===== config.mk =====
export PLATFORM = sky130hd
export DESIGN_NAME = result_streamer
export DESIGN_NICKNAME = d
export VERILOG_FILES = /design/src/rtl/cnn_pkg.sv /design/src/rtl/argmax_tracker.sv /design/src/rtl/result_streamer.sv
export SDC_FILE = /design/constraint.sdc
export NUM_CORES = 1
export LEC_CHECK = 0
export ABC_AREA = 1
export CAP_MARGIN = 10
export CORE_ASPECT_RATIO = 1.5
export CORE_MARGIN = 5
export CORE_UTILIZATION = 23
export CTS_BUF_LIST = sky130_fd_sc_hd__clkbuf_8
export DETAILED_ROUTE_END_ITERATION = 8
export MAX_ROUTING_LAYER = met4
export PLACE_DENSITY_LB_ADDON = 0.12
export RECOVER_POWER = 100
export SETUP_SLACK_MARGIN = 0.1
export SLEW_MARGIN = 20
export SYNTH_ARGS = -nofsm -noshare
export SYNTH_HDL_FRONTEND = slang
export SYNTH_HIERARCHICAL = 1
export SYNTH_SLANG_ARGS = --single-unit

===== constraint.sdc =====
create_clock -name clk -period 35.8 [get_ports clk]
set_input_delay 7.16 -clock clk [delete_from_list [all_inputs] [get_ports clk]]
set_output_delay 7.16 -clock clk [all_outputs]
set_load 0.02 [all_outputs]

===== src/rtl/cnn_pkg.sv =====
// cnn_pkg: shared sizing constants and streamer state encoding
package cnn_pkg;
  localparam int N_OUT = 16;
  localparam int DW = 16;
  localparam int CLS_W = $clog2(N_OUT);
  typedef enum logic [1:0] {IDLE, STREAM, CLASS} state_t;
endpackage


===== src/rtl/argmax_tracker.sv =====
// argmax_tracker: running signed maximum with lowest-index tie break
module argmax_tracker
  import cnn_pkg::*;
(
  input  logic                    clk,
  input  logic                    rst,
  input  logic                    clr,
  input  logic                    en,
  input  logic [CLS_W-1:0]        idx,
  input  logic signed [DW-1:0]    val,
  output logic [CLS_W-1:0]        best_idx,
  output logic signed [DW-1:0]    best_val
);
  // element 0 always seeds the best; later elements win only when strictly greater
  always_ff @(posedge clk)
    if (rst || clr) begin
      best_idx <= '0;
      best_val <= '0;
    end else if (en && (idx == '0 || val > best_val)) begin
      best_idx <= idx;
      best_val <= val;
    end
endmodule


===== src/rtl/result_streamer.sv =====
// result_streamer: captures a score frame and streams scores plus winning class index
module result_streamer
  import cnn_pkg::*;
(
  input  logic                  clk,
  input  logic                  rst,
  input  logic                  in_valid,
  input  logic [N_OUT*DW-1:0]   in_data,
  output logic                  in_ready,
  output logic                  m_valid,
  input  logic                  m_ready,
  output logic [DW-1:0]         m_data,
  output logic                  m_last,
  output logic                  overflow
);
  state_t state, nxt;
  logic [DW-1:0] frame [N_OUT];
  logic [CLS_W-1:0] idx, best_idx;
  logic hs, cap, last_el;
  assign hs = m_valid && m_ready;
  assign cap = state == IDLE && in_valid && !rst;
  assign last_el = idx == CLS_W'(N_OUT - 1);
  // state register
  always_ff @(posedge clk)
    if (rst) state <= IDLE;
    else state <= nxt;
  // next state: a frame starts streaming, scores advance on handshakes, class word ends it
  always_comb
    nxt = state == IDLE   ? (in_valid ? STREAM : IDLE) :
          state == STREAM ? (hs && last_el ? CLASS : STREAM) :
                            (hs ? IDLE : CLASS);
  // outputs are pure functions of state and index so they hold while stalled
  always_comb begin
    in_ready = state == IDLE;
    m_valid = state != IDLE;
    m_last = state == CLASS;
    m_data = state == STREAM ? frame[idx] : state == CLASS ? DW'(best_idx) : '0;
  end
  // frame buffer is only written on capture; IDLE masks its stale contents
  always_ff @(posedge clk)
    if (cap)
      for (int k = 0; k < N_OUT; k++) frame[k] <= in_data[k*DW +: DW];
  // element index and sticky drop flag
  always_ff @(posedge clk)
    if (rst) begin
      idx <= '0;
      overflow <= 1'b0;
    end else begin
      if (cap) idx <= '0;
      else if (state == STREAM && hs && !last_el) idx <= idx + 1'b1;
      if (in_valid && state != IDLE) overflow <= 1'b1;
    end
  argmax_tracker u_argmax (
    .clk(clk),
    .rst(rst),
    .clr(cap),
    .en(state == STREAM && hs),
    .idx(idx),
    .val(frame[idx]),
    .best_idx(best_idx),
    .best_val()
  );
endmodule


-- After elaboration in Yosys (flattened, before gate mapping)
Memory sizes are Yosys's and may differ from the RTL's. A register that Yosys moved wholly into a read port is not among the register bits.
Cells that the tools add are included.
W data, S select, Z words.
- add/sub/neg operators: 1
- $lt $le $gt $ge: 1
- equal/unequal tests: 3
- multiplexer cells: 11
- reductions and logical operators: 16
- operators by type and width (cell ; count):
    $gt A16 B16 Y1 ; 1
    $mux W16 ; 1
    $mux W4 ; 3
    $logic_and A1 B1 Y1 ; 8
    $mux W2 ; 4
    $add A4 B1 Y4 const B ; 1
    $eq A4 B4 Y1 const B ; 1
    $logic_not A4 Y1 ; 1
    $mux W1 ; 3
    $eq A2 B1 Y1 const B ; 1
    $eq A2 B2 Y1 const B ; 1
    $logic_not A1 Y1 ; 2
    $logic_not A2 Y1 ; 1
    $logic_or A1 B1 Y1 ; 2
    $reduce_bool A2 Y1 ; 1
    $reduce_or A2 Y1 ; 1
- register bits: 27
- RAM bits: 256
- input bits: 260
- output and inout bits: 20
- word-level logic and storage cells: 38
- memories kept: 1
- memories (name ; words ; bits a word ; read ports ; clocked after Yosys merged registers in ; wr ports ; line ; RTL):
    frame ; 16 ; 16 ; 1 ; 1 ; 16 ; result_streamer.sv:17 ; logic [DW-1:0] frame [N_OUT];

-- Depth between registers and ports, before layout
Gate-level depths: netlist of run 1.
- depth in word-level cells: 6
- gate-level depth with buffers: 26

-- Hierarchy
Netlist of run 1, hierarchy kept.
- modules (own cells, without submodules) (module ; instances ; cells each ; area an instance (sq um) ; sequential area each (sq um)):
    result_streamer ; 1 ; 1004 ; 11120.7 ; 7907.6
    argmax_tracker ; 1 ; 210 ; 1405.1 ; 400.4

-- Least setup slack after synthesis of run 1
Ideal clock, no wire load.
- kind: in2reg
- start point: input in_valid
- end point: register u_argmax.best_idx[0]
- library setup time: 0.115 ns
- arrival time: 18.913 ns
- required time: 35.685 ns
- slack: 16.772 ns
- stages on the path: 6
- buffers on the path: 1
- cell sequence: nand2_1 nor2_1 nor2_1 buf_2 nand2_1 nor2_1
- word-level cells in the longest chain between the ends: 3
- RTL lines (what ; line ; RTL):
    start, declared ; result_streamer.sv:7 ; input logic in_valid,
    $logic_and A1 B1 Y1 (2 in series) ; result_streamer.sv:21 ; assign cap = state == IDLE && in_valid && !rst;
    net cap ; result_streamer.sv:19 ; logic hs, cap, last_el;
    $logic_or A1 B1 Y1 ; argmax_tracker.sv:16 ; if (rst || clr) begin
    end signal, assigned ; argmax_tracker.sv:20 ; best_idx <= idx;
    end, declared ; argmax_tracker.sv:11 ; output logic [CLS_W-1:0] best_idx,
The timed path passes the listed nets, and every way through them passes these cells.
A chain may end at the register's enable or synchronous reset.

==> results.json, run 1 <==
{
  "run_status": "finished with violations",
  "violations": "max-capacitance violations, max-slew violations",
  "grt_pass1_vias": 10070,
  "die_y_um": 295.8,
  "synthTopCellsByArea": "edfxtp_1, nand2_1, nand3_1",
  "cp_cell_sequence": "dlygate4sd3_1, nor2_1, clkbuf_1",
  "tightest_slew_ns": 10.20,
  "clock_latency_ns": 0.62,
  "finalClockSkew_ns": 0.04457,
  "drt_iter0_drc": 293,
  "fin_crit_ns": 15.65,
  "crit_family": "buffers and inverters",
  "finalNonFillerCells": 2229,
  "synth-seq-area-share_pct": 66.33,
  "cts_sinks": 287,
  "slew_viol_final": 510,
  "cts_tree": "yes",
  "crit_path_top_delay_cell": "clkbuf_1",
  "max_freq_mhz": 63.89,
  "whs_path_depth": 1,
  "finalHoldViolCount": 0,
  "place_inst": 2130,
  "clkTransAtPathRegs_ns": 0.05,
  "antenna_found_initial": 14,
  "path_class": "input pin to flip-flop",
  "vias": 9278,
  "viasPerCell": 4.162,
  "start_kind": "input pin",
  "setup_viol": 0,
  "grt_use_total_pct": 14.59,
  "grt_pass1_wl_mm": 63.38,
  "holdWs_ns": 0.4500,
  "rows": 104,
  "dpl_cell_area_um2": 15880,
  "r2r-end": "frame[8][3]$_DFFE_PP_",
  "ctsResizeCount": 0,
  "cp.arrival_ns": 15.55,
  "firstDrtPassIters": 4,
  "drv_cap": 7,
  "slew_headroom_pct": -579.8,
  "dp_hpwl_mm": 30.09,
  "cpPeakStageDelay_ns": 6.92,
  "ys_seq_elements": 287,
  "period_share_pct": 43.72,
  "num-nets-final": 1770,
  "crit_buf_inv": 2,
  "worstHoldStart": "state[1]$_SDFF_PP0_",
  "numCtsBuffers": 50,
  "drive_above_1_share_pct": 5.490,
  "worst_r2r_path_depth": 4,
  "syn_to_final_growth_pct": 33.81,
  "reg2reg_setup_slack_ns": 26.76,
  "die_area_um2": 59320,
  "post_cts_buffers": 0,
  "synth_area_um2": 12530,
  "core-area_um2": 53870,
  "holdPathEnd": "state[1]$_SDFF_PP0_",
  "gp_congestion": 0.7505,
  "cts_max_level": 2,
  "start_util_pct": 23.25,
  "ant_nets": 0,
  "design.portCount": 280,
  "grt-ovfl-total": 0,
  "synth.avg_cell_area_um2": 10.32,
  "yosysTopAreaCell": "edfxtp_1",
  "p_leak_nw": 6.620,
  "synthCells": 1214,
  "avgRoutedWirePerCell_um": 19.25,
  "cts_root_buf": "clkbuf_8",
  "power.density_nw_per_um2": 45.51,
  "cts_hold_buf": 0,
  "layout_commonest_cell": "nand2_1",
  "rsz0062_at_grt": "no",
  "ir_drop_uv": 21.59,
  "synth_cell_types": 29,
  "drc": 0,
  "grt_max_degree": 182,
  "yosysTopAreaCellShare_pct": 61.37,
  "holdCritPathClass": "flip-flop to flip-flop",
  "layout_common_cells": "nand2_1, dlygate4sd3_1, edfxtp_1",
  "setup_tns_ns": 0,
  "stdcell_area_um2": 16760,
  "post-route-util_pct": 31.11,
  "portBuffers": 279,
  "ys_warn_count": 6,
  "wl_mm": 42.90,
  "path_max_fanout": 181,
  "crit_path_end_kind": "flip-flop",
  "cp.required_ns": 35.70,
  "die_w_um": 200.5,
  "clockBufferDepth": 3,
  "synth_nets": 1491,
  "r2r_start": "state[1]$_SDFF_PP0_"
}
flip-flops by register name (all words and copies together) (netlist names), named ones only:
register	count
u_argmax/best_val	16
u_argmax/best_idx	4
frame	256
state	2
idx	4
overflow	1
worst max-delay path by stage:
| stage | from | to | slack (ns) | cells past startpoint |
|---|---|---|---|---|
| final | rst | frame[8][3]$_DFFE_PP_ | 20.15 | 3 |
| after global routing | rst | frame[8][3]$_DFFE_PP_ | 19.44 | 3 |
| after CTS | flip-flop | m_data[11] | 24.53 | 9 |
| after detailed placement | flip-flop | m_data[11] | 25.21 | 9 |
| after global placement | flip-flop | m_data[11] | 25.22 | 9 |
| after floorplan | in_valid | u_argmax/best_idx[0]$_SDFFE_PP0P_ | 16.77 | 6 |
report_power, final:
part           switching [mW]  internal [mW]  leakage (nW)
Clock                   0.140          0.140         0.529
Sequential            0.00617          0.392          2.62
Combinational          0.0481         0.0368          3.47
metrics by stage:
step	power, mW	setup slack [ns]
2_1_floorplan	0.4498	16.77
3_3_place_gp	0.4939	25.22
3_5_place_dp	0.4942	25.21
4_1_cts	0.7842	24.53
5_1_grt	0.8055	19.44
6_report	0.7628	20.15
layout make-up:
| class | instances | area (um2) |
|---|---|---|
| Fill cell | 5747 | 37110 |
| Antenna cell | 10 | 25.02 |
| Tap cell | 689 | 862.1 |
| Clock inverter | 38 | 195.2 |
| Multi-Input combinational cell | 722 | 3273 |
| Timing Repair Buffer | 290 | 2856 |
| Clock buffer | 51 | 701.9 |
| Inverter | 142 | 536.8 |
| Sequential cell | 287 | 8310 |
Yosys cell counts, drive strengths merged:
library cell  number
clkbuf            13
nor2              99
inv              142
or2                1
edfxtp           256
nand3            159
o21ai             40
ha                17
a21oi             51
dfxtp             31
xor2               1
nand2            338
nor3               2
o211ai            11
buf               50
nand4              3
layer usage:
layer,up-vias,GRT usage [%],share of wire (%)
met3,69,3.391,5.1
met1,4349,15.24,38
met5,-,-,0
met4,0,4.418,2.4
met2,245,27.33,55
li1,4615,-,-
kinds of logic (layout without fill, tap and decap cells):
| family | count (synthesis) | after routing | synth area share [%] |
|---|---|---|---|
| simple gates | 602 | 602 | 19.97 |
| flops | 287 | 287 | 66.33 |
| buf+inv | 205 | 521 | 7.582 |
| compound gates | 102 | 102 | 4.355 |
| fa+ha+maj | 17 | 17 | 1.698 |
| xor+xnor | 1 | 1 | 0.06994 |
| other cells | 0 | 10 | 0 |
(Power assumes the default switching activity.)
==> run 2, diff against run 1 <==
Clock period 35.8 ns to 14 ns, I/O delays scaled along.
==> results.json, run 2 (synthesized netlist as in run 1, its figures left out) <==
{
  "run_status": "finished with violations",
  "violations": "max-capacitance violations, max-slew violations",
  "start_util_pct": 23.25,
  "core-area_um2": 53870,
  "multi_input_area_um2": 3271,
  "power.density_nw_per_um2": 118.2,
  "regMostFlops": "frame",
  "cpPeakStageDelay_ns": 2.00,
  "p_int_mw": 1.475,
  "setup_tns_ns": 0,
  "rows": 104,
  "grt_pass1_vias": 9900,
  "cp_cell_sequence": "clkinvlp_2, clkbuf_1, o21ai_0, nand3_1, nand3_1, a21oi_1, dlygate4sd3_1",
  "avgRoutedWirePerCell_um": 19.67,
  "layout_common_cells": "nand2_1, dlygate4sd3_1, edfxtp_1",
  "slew_viol_final": 290,
  "reg.largest.list": "frame x256, u_argmax/best_val x16",
  "wl_mm": 43.87,
  "holdWs_ns": 0.4484,
  "path_common_cell": "nand3_1",
  "regArea_um2": 8314,
  "post_cts_buffers": 0,
  "start_kind": "flip-flop",
  "worst_r2r_path_depth": 18,
  "design.portCount": 280,
  "power_frac_seq_pct": 50.5,
  "cp.required_ns": 11.20,
  "die_y_um": 295.8,
  "ctsResizeCount": 0,
  "numCtsBuffers": 50,
  "crit_path_top_delay_cell": "clkbuf_1",
  "die_area_um2": 59320,
  "drive_above_1_share_pct": 5.886,
  "firstDrtPassIters": 5,
  "p_leak_nw": 6.641,
  "holdPathEnd": "state[1]$_SDFF_PP0_",
  "largest_reg_flops": 256,
  "max_freq_mhz": 109.7,
  "num-nets-final": 1769,
  "crit_path_end_kind": "output port",
  "antenna_found_initial": 17,
  "r2r-end": "u_argmax/best_val[7]$_SDFFE_PP0P_",
  "reg2reg_setup_slack_ns": 7.27,
  "dp_hpwl_mm": 30.87,
  "switchingPower_uw": 515.4,
  "tightest_slew_ns": 4.424,
  "viasPerCell": 4.205,
  "worstHoldStart": "state[1]$_SDFF_PP0_",
  "fin_crit_ns": 9.115,
  "whs_path_depth": 1,
  "dp_slack_ns": 7.610,
  "grt_max_degree": 151,
  "cts_root_buf": "clkbuf_8",
  "drv_cap": 6,
  "ant_nets": 0,
  "path_max_fanout": 58,
  "p_clk_share_pct": 38.4,
  "gp_congestion": 0.7624,
  "cts_tree": "yes",
  "setup_viol": 0,
  "clock_latency_ns": 0.64,
  "vias": 9377,
  "grt_use_total_pct": 14.88,
  "grt_pass1_wl_mm": 63.83,
  "period_share_pct": 65.10,
  "drc": 0,
  "num-fill-cells": 5683,
  "finalClockSkew_ns": 0.04046,
  "clockBufferDepth": 3,
  "combPwrFrac_pct": 11.1,
  "drt_iter0_drc": 427,
  "ir_drop_uv": 95.23,
  "rsz0062_at_grt": "no",
  "swShare_pct": 25.89,
  "worst_slack_ns": 4.885,
  "holdCritPathClass": "flip-flop to flip-flop",
  "syn_to_final_growth_pct": 34.40,
  "clkTransAtPathRegs_ns": 0.06,
  "layout_commonest_cell": "nand2_1",
  "grt-ovfl-total": 0,
  "portBuffers": 279,
  "slew_headroom_pct": -194.9,
  "cts_sinks": 287,
  "path_class": "flip-flop to output port",
  "die_w_um": 200.5,
  "finalHoldViolCount": 0,
  "cts_hold_buf": 0,
  "cts_max_level": 2,
  "cp.arrival_ns": 6.31
}
## run 2: worst max path at each step
stage	endpoint	slack, ns	startpoint
floorplan	u_argmax/best_idx[0]$_SDFFE_PP0P_	3.70	in_valid
global placement	m_data[11]	7.62	flip-flop
detailed placement	m_data[11]	7.61	flip-flop
CTS	m_data[11]	6.91	flip-flop
global route	m_data[15]	4.13	flip-flop
finish	m_data[15]	4.89	flip-flop
## run 2: worst max-delay path, delay by kind of cell (launching register included)
family	cells	cell delay, ns
DFF	1	0.34
AOI/OAI and AO/OA	2	0.85
and+or+nand+nor	2	0.46
buffers and inverters	3	3.99
## run 2: metrics by stage
stage	std cells	cell area, um2	util [%]	power [mW]
2_1_floorplan	1214	12530	-	1.142
5_1_grt	2230	16830	31.25	2.094
3_3_place_gp	2129	15880	29.47	1.264
4_1_cts	2218	16830	31.24	2.052
6_report	2230	16830	31.25	1.991
3_5_place_dp	2129	15880	29.47	1.264
## run 2: power by group through the flow
stage,clock (mW),combinational (mW),sequential (mW)
floorplan,0,0.115,1.03
global placement,0,0.243,1.02
detailed placement,0,0.243,1.02
CTS,0.804,0.244,1.00
global route,0.837,0.248,1.01
finish,0.764,0.221,1.00
## run 2: area by class of cell
class / count / share of cell area [%]
Sequential cell: 287 / 49.39
Timing Repair Buffer: 289 / 17.04
Antenna cell: 12 / 0.1784
Multi-Input combinational cell: 722 / 19.43
Clock inverter: 36 / 1.323
Tap cell: 689 / 5.121
Inverter: 142 / 3.188
Clock buffer: 53 / 4.333
## run 2: routing by layer
layer | GRT usage (%) | share of wire (%) | vias to the layer above
met1 | 15.50 | 38 | 4415
met4 | 4.569 | 2.8 | 0
met5 | - | 0 | -
met2 | 27.98 | 54 | 268
li1 | - | - | 4617
met3 | 3.369 | 4.8 | 77
==> run 3, diff against run 2 <==
Clock period 14 ns to 8 ns, I/O delays scaled along.
==> results.json, run 3 (synthesized netlist as in run 1, its figures left out) <==
{
  "run_status": "finished with violations",
  "violations": "max-capacitance violations, max-slew violations",
  "p_int_mw": 2.589,
  "grt_use_total_pct": 14.31,
  "reg.largest.list": "frame x256, u_argmax/best_val x16",
  "viasPerCell": 4.149,
  "cts_tree": "yes",
  "start_kind": "flip-flop",
  "holdCritPathClass": "flip-flop to flip-flop",
  "rows": 104,
  "cts_hold_buf": 0,
  "setup_viol": 0,
  "crit_path_end_kind": "output port",
  "drive_above_1_share_pct": 5.679,
  "die_w_um": 200.5,
  "wl_mm": 42.11,
  "grt_pass1_wl_mm": 61.75,
  "regMostFlops": "frame",
  "rsz0062_at_grt": "no",
  "firstDrtPassIters": 5,
  "gp_congestion": 0.7742,
  "p_clk_share_pct": 38.2,
  "cts_sinks": 287,
  "numCtsBuffers": 50,
  "power_frac_seq_pct": 50.8,
  "start_util_pct": 23.25,
  "ant_nets": 0,
  "vias": 9239,
  "layout_commonest_cell": "nand2_1",
  "fin_crit_ns": 6.318,
  "design.portCount": 280,
  "switchingPower_uw": 876.7,
  "clock_latency_ns": 0.62,
  "path_max_fanout": 76,
  "finalNonFillerCells": 2227,
  "avgRoutedWirePerCell_um": 18.91,
  "stdcell_area_um2": 16830,
  "cp.arrival_ns": 4.72,
  "core-area_um2": 53870,
  "worst_r2r_path_depth": 19,
  "grt_max_degree": 149,
  "largest_reg_flops": 256,
  "period_share_pct": 78.97,
  "path_class": "flip-flop to output port",
  "tightest_slew_ns": 2.437,
  "num-fill-cells": 5666,
  "num-nets-final": 1770,
  "finalClockSkew_ns": 0.03217,
  "power.density_nw_per_um2": 205.9,
  "drt_iter0_drc": 427,
  "setup_tns_ns": 0,
  "post_cts_buffers": 0,
  "p_leak_nw": 6.638,
  "slew_headroom_pct": -62.45,
  "swShare_pct": 25.30,
  "antenna_found_initial": 8,
  "dpl_cell_area_um2": 15880,
  "clkTransAtPathRegs_ns": 0.06,
  "cts_max_level": 2,
  "grt-ovfl-total": 0,
  "whs_path_depth": 1,
  "syn_to_final_growth_pct": 34.39,
  "ir_drop_uv": 92.12,
  "layout_common_cells": "nand2_1, dlygate4sd3_1, edfxtp_1",
  "cts_root_buf": "clkbuf_8",
  "grt_pass1_vias": 9690,
  "max_freq_mhz": 158.3,
  "clockBufferDepth": 3,
  "drv_cap": 5,
  "portBuffers": 279,
  "cp.required_ns": 6.40,
  "drc": 0,
  "dp_hpwl_mm": 30.12,
  "slew_viol_final": 215,
  "die_y_um": 295.8,
  "post-route-util_pct": 31.25,
  "finalHoldViolCount": 0,
  "die_area_um2": 59320,
  "place_inst": 2130,
  "ctsResizeCount": 0,
  "combPwrFrac_pct": 11.0
}
==> run 3: changes by cell type in the layout (fill, tap and decap cells not counted), moves of 2 or more <==
cell             delta
clkinv_1            +6
diode_2             -6
clkinv_2            -3
clkdlybuf4s50_1     +2
dlygate4sd3_1       -2
clkbuf_8            -2
==> run 3: power by group through the flow <==
stage,clock (mW),sequential [mW],combinational (mW)
floorplan,0,1.79,0.201
global placement,0,1.79,0.423
detailed placement,0,1.79,0.423
CTS,1.40,1.76,0.424
global route,1.45,1.77,0.430
finish,1.32,1.76,0.383
==> run 3: metal layers <==
layer / global-route usage (%) / up-vias / share of wire (%)
met1: 15.16 / 4312 / 38
met4: 4.015 / 0 / 2.3
met3: 3.391 / 65 / 5.4
met5: - / - / 0
met2: 26.68 / 259 / 55
li1: - / 4603 / -
==> run 3: worst max-delay path, cell delays in order (launching register included) <==
cell and delay, ns:
dfxtp_4 0.49, inv_4 0.66, clkbuf_1 1.26, o21ai_0 0.33
nand3_1 0.30, nand3_1 0.14, a21oi_1 0.13, dlygate4sd3_1 0.75
==> run 3: final cells by class <==
| class | instances | area (um2) | area share [%] |
|---|---|---|---|
| diodes | 6 | 15.01 | 0.08919 |
| clock buffers | 51 | 701.9 | 4.170 |
| clock inverters | 40 | 250.2 | 1.487 |
| inverters | 142 | 538.0 | 3.196 |
| multi-input cells | 722 | 3278 | 19.47 |
| flip-flops and latches | 287 | 8314 | 49.39 |
| well taps | 689 | 862.1 | 5.121 |
| repair buffers | 290 | 2874 | 17.07 |
==> run 3: final timing paths <==
kind                                        to           startpoint  slack, ns
max                                 m_data[14]            flip-flop       1.68
min reg2reg                state[1]$_SDFF_PP0_  state[1]$_SDFF_PP0_       0.47
max reg2reg  u_argmax/best_val[9]$_SDFFE_PP0P_            flip-flop       2.84
min                        state[1]$_SDFF_PP0_  state[1]$_SDFF_PP0_       0.47
==> run 3: stage by stage <==
step                      hold WS (ns)  power (mW)  setup WS, ns
after global routing            0.5092       3.651         1.140
after CTS                       0.4786       3.580         2.372
after floorplan                 0.4261       1.989         1.810
final                           0.4721       3.465         1.682
after global placement          0.4420       2.212         3.075
after detailed placement        0.4688       2.213         3.064
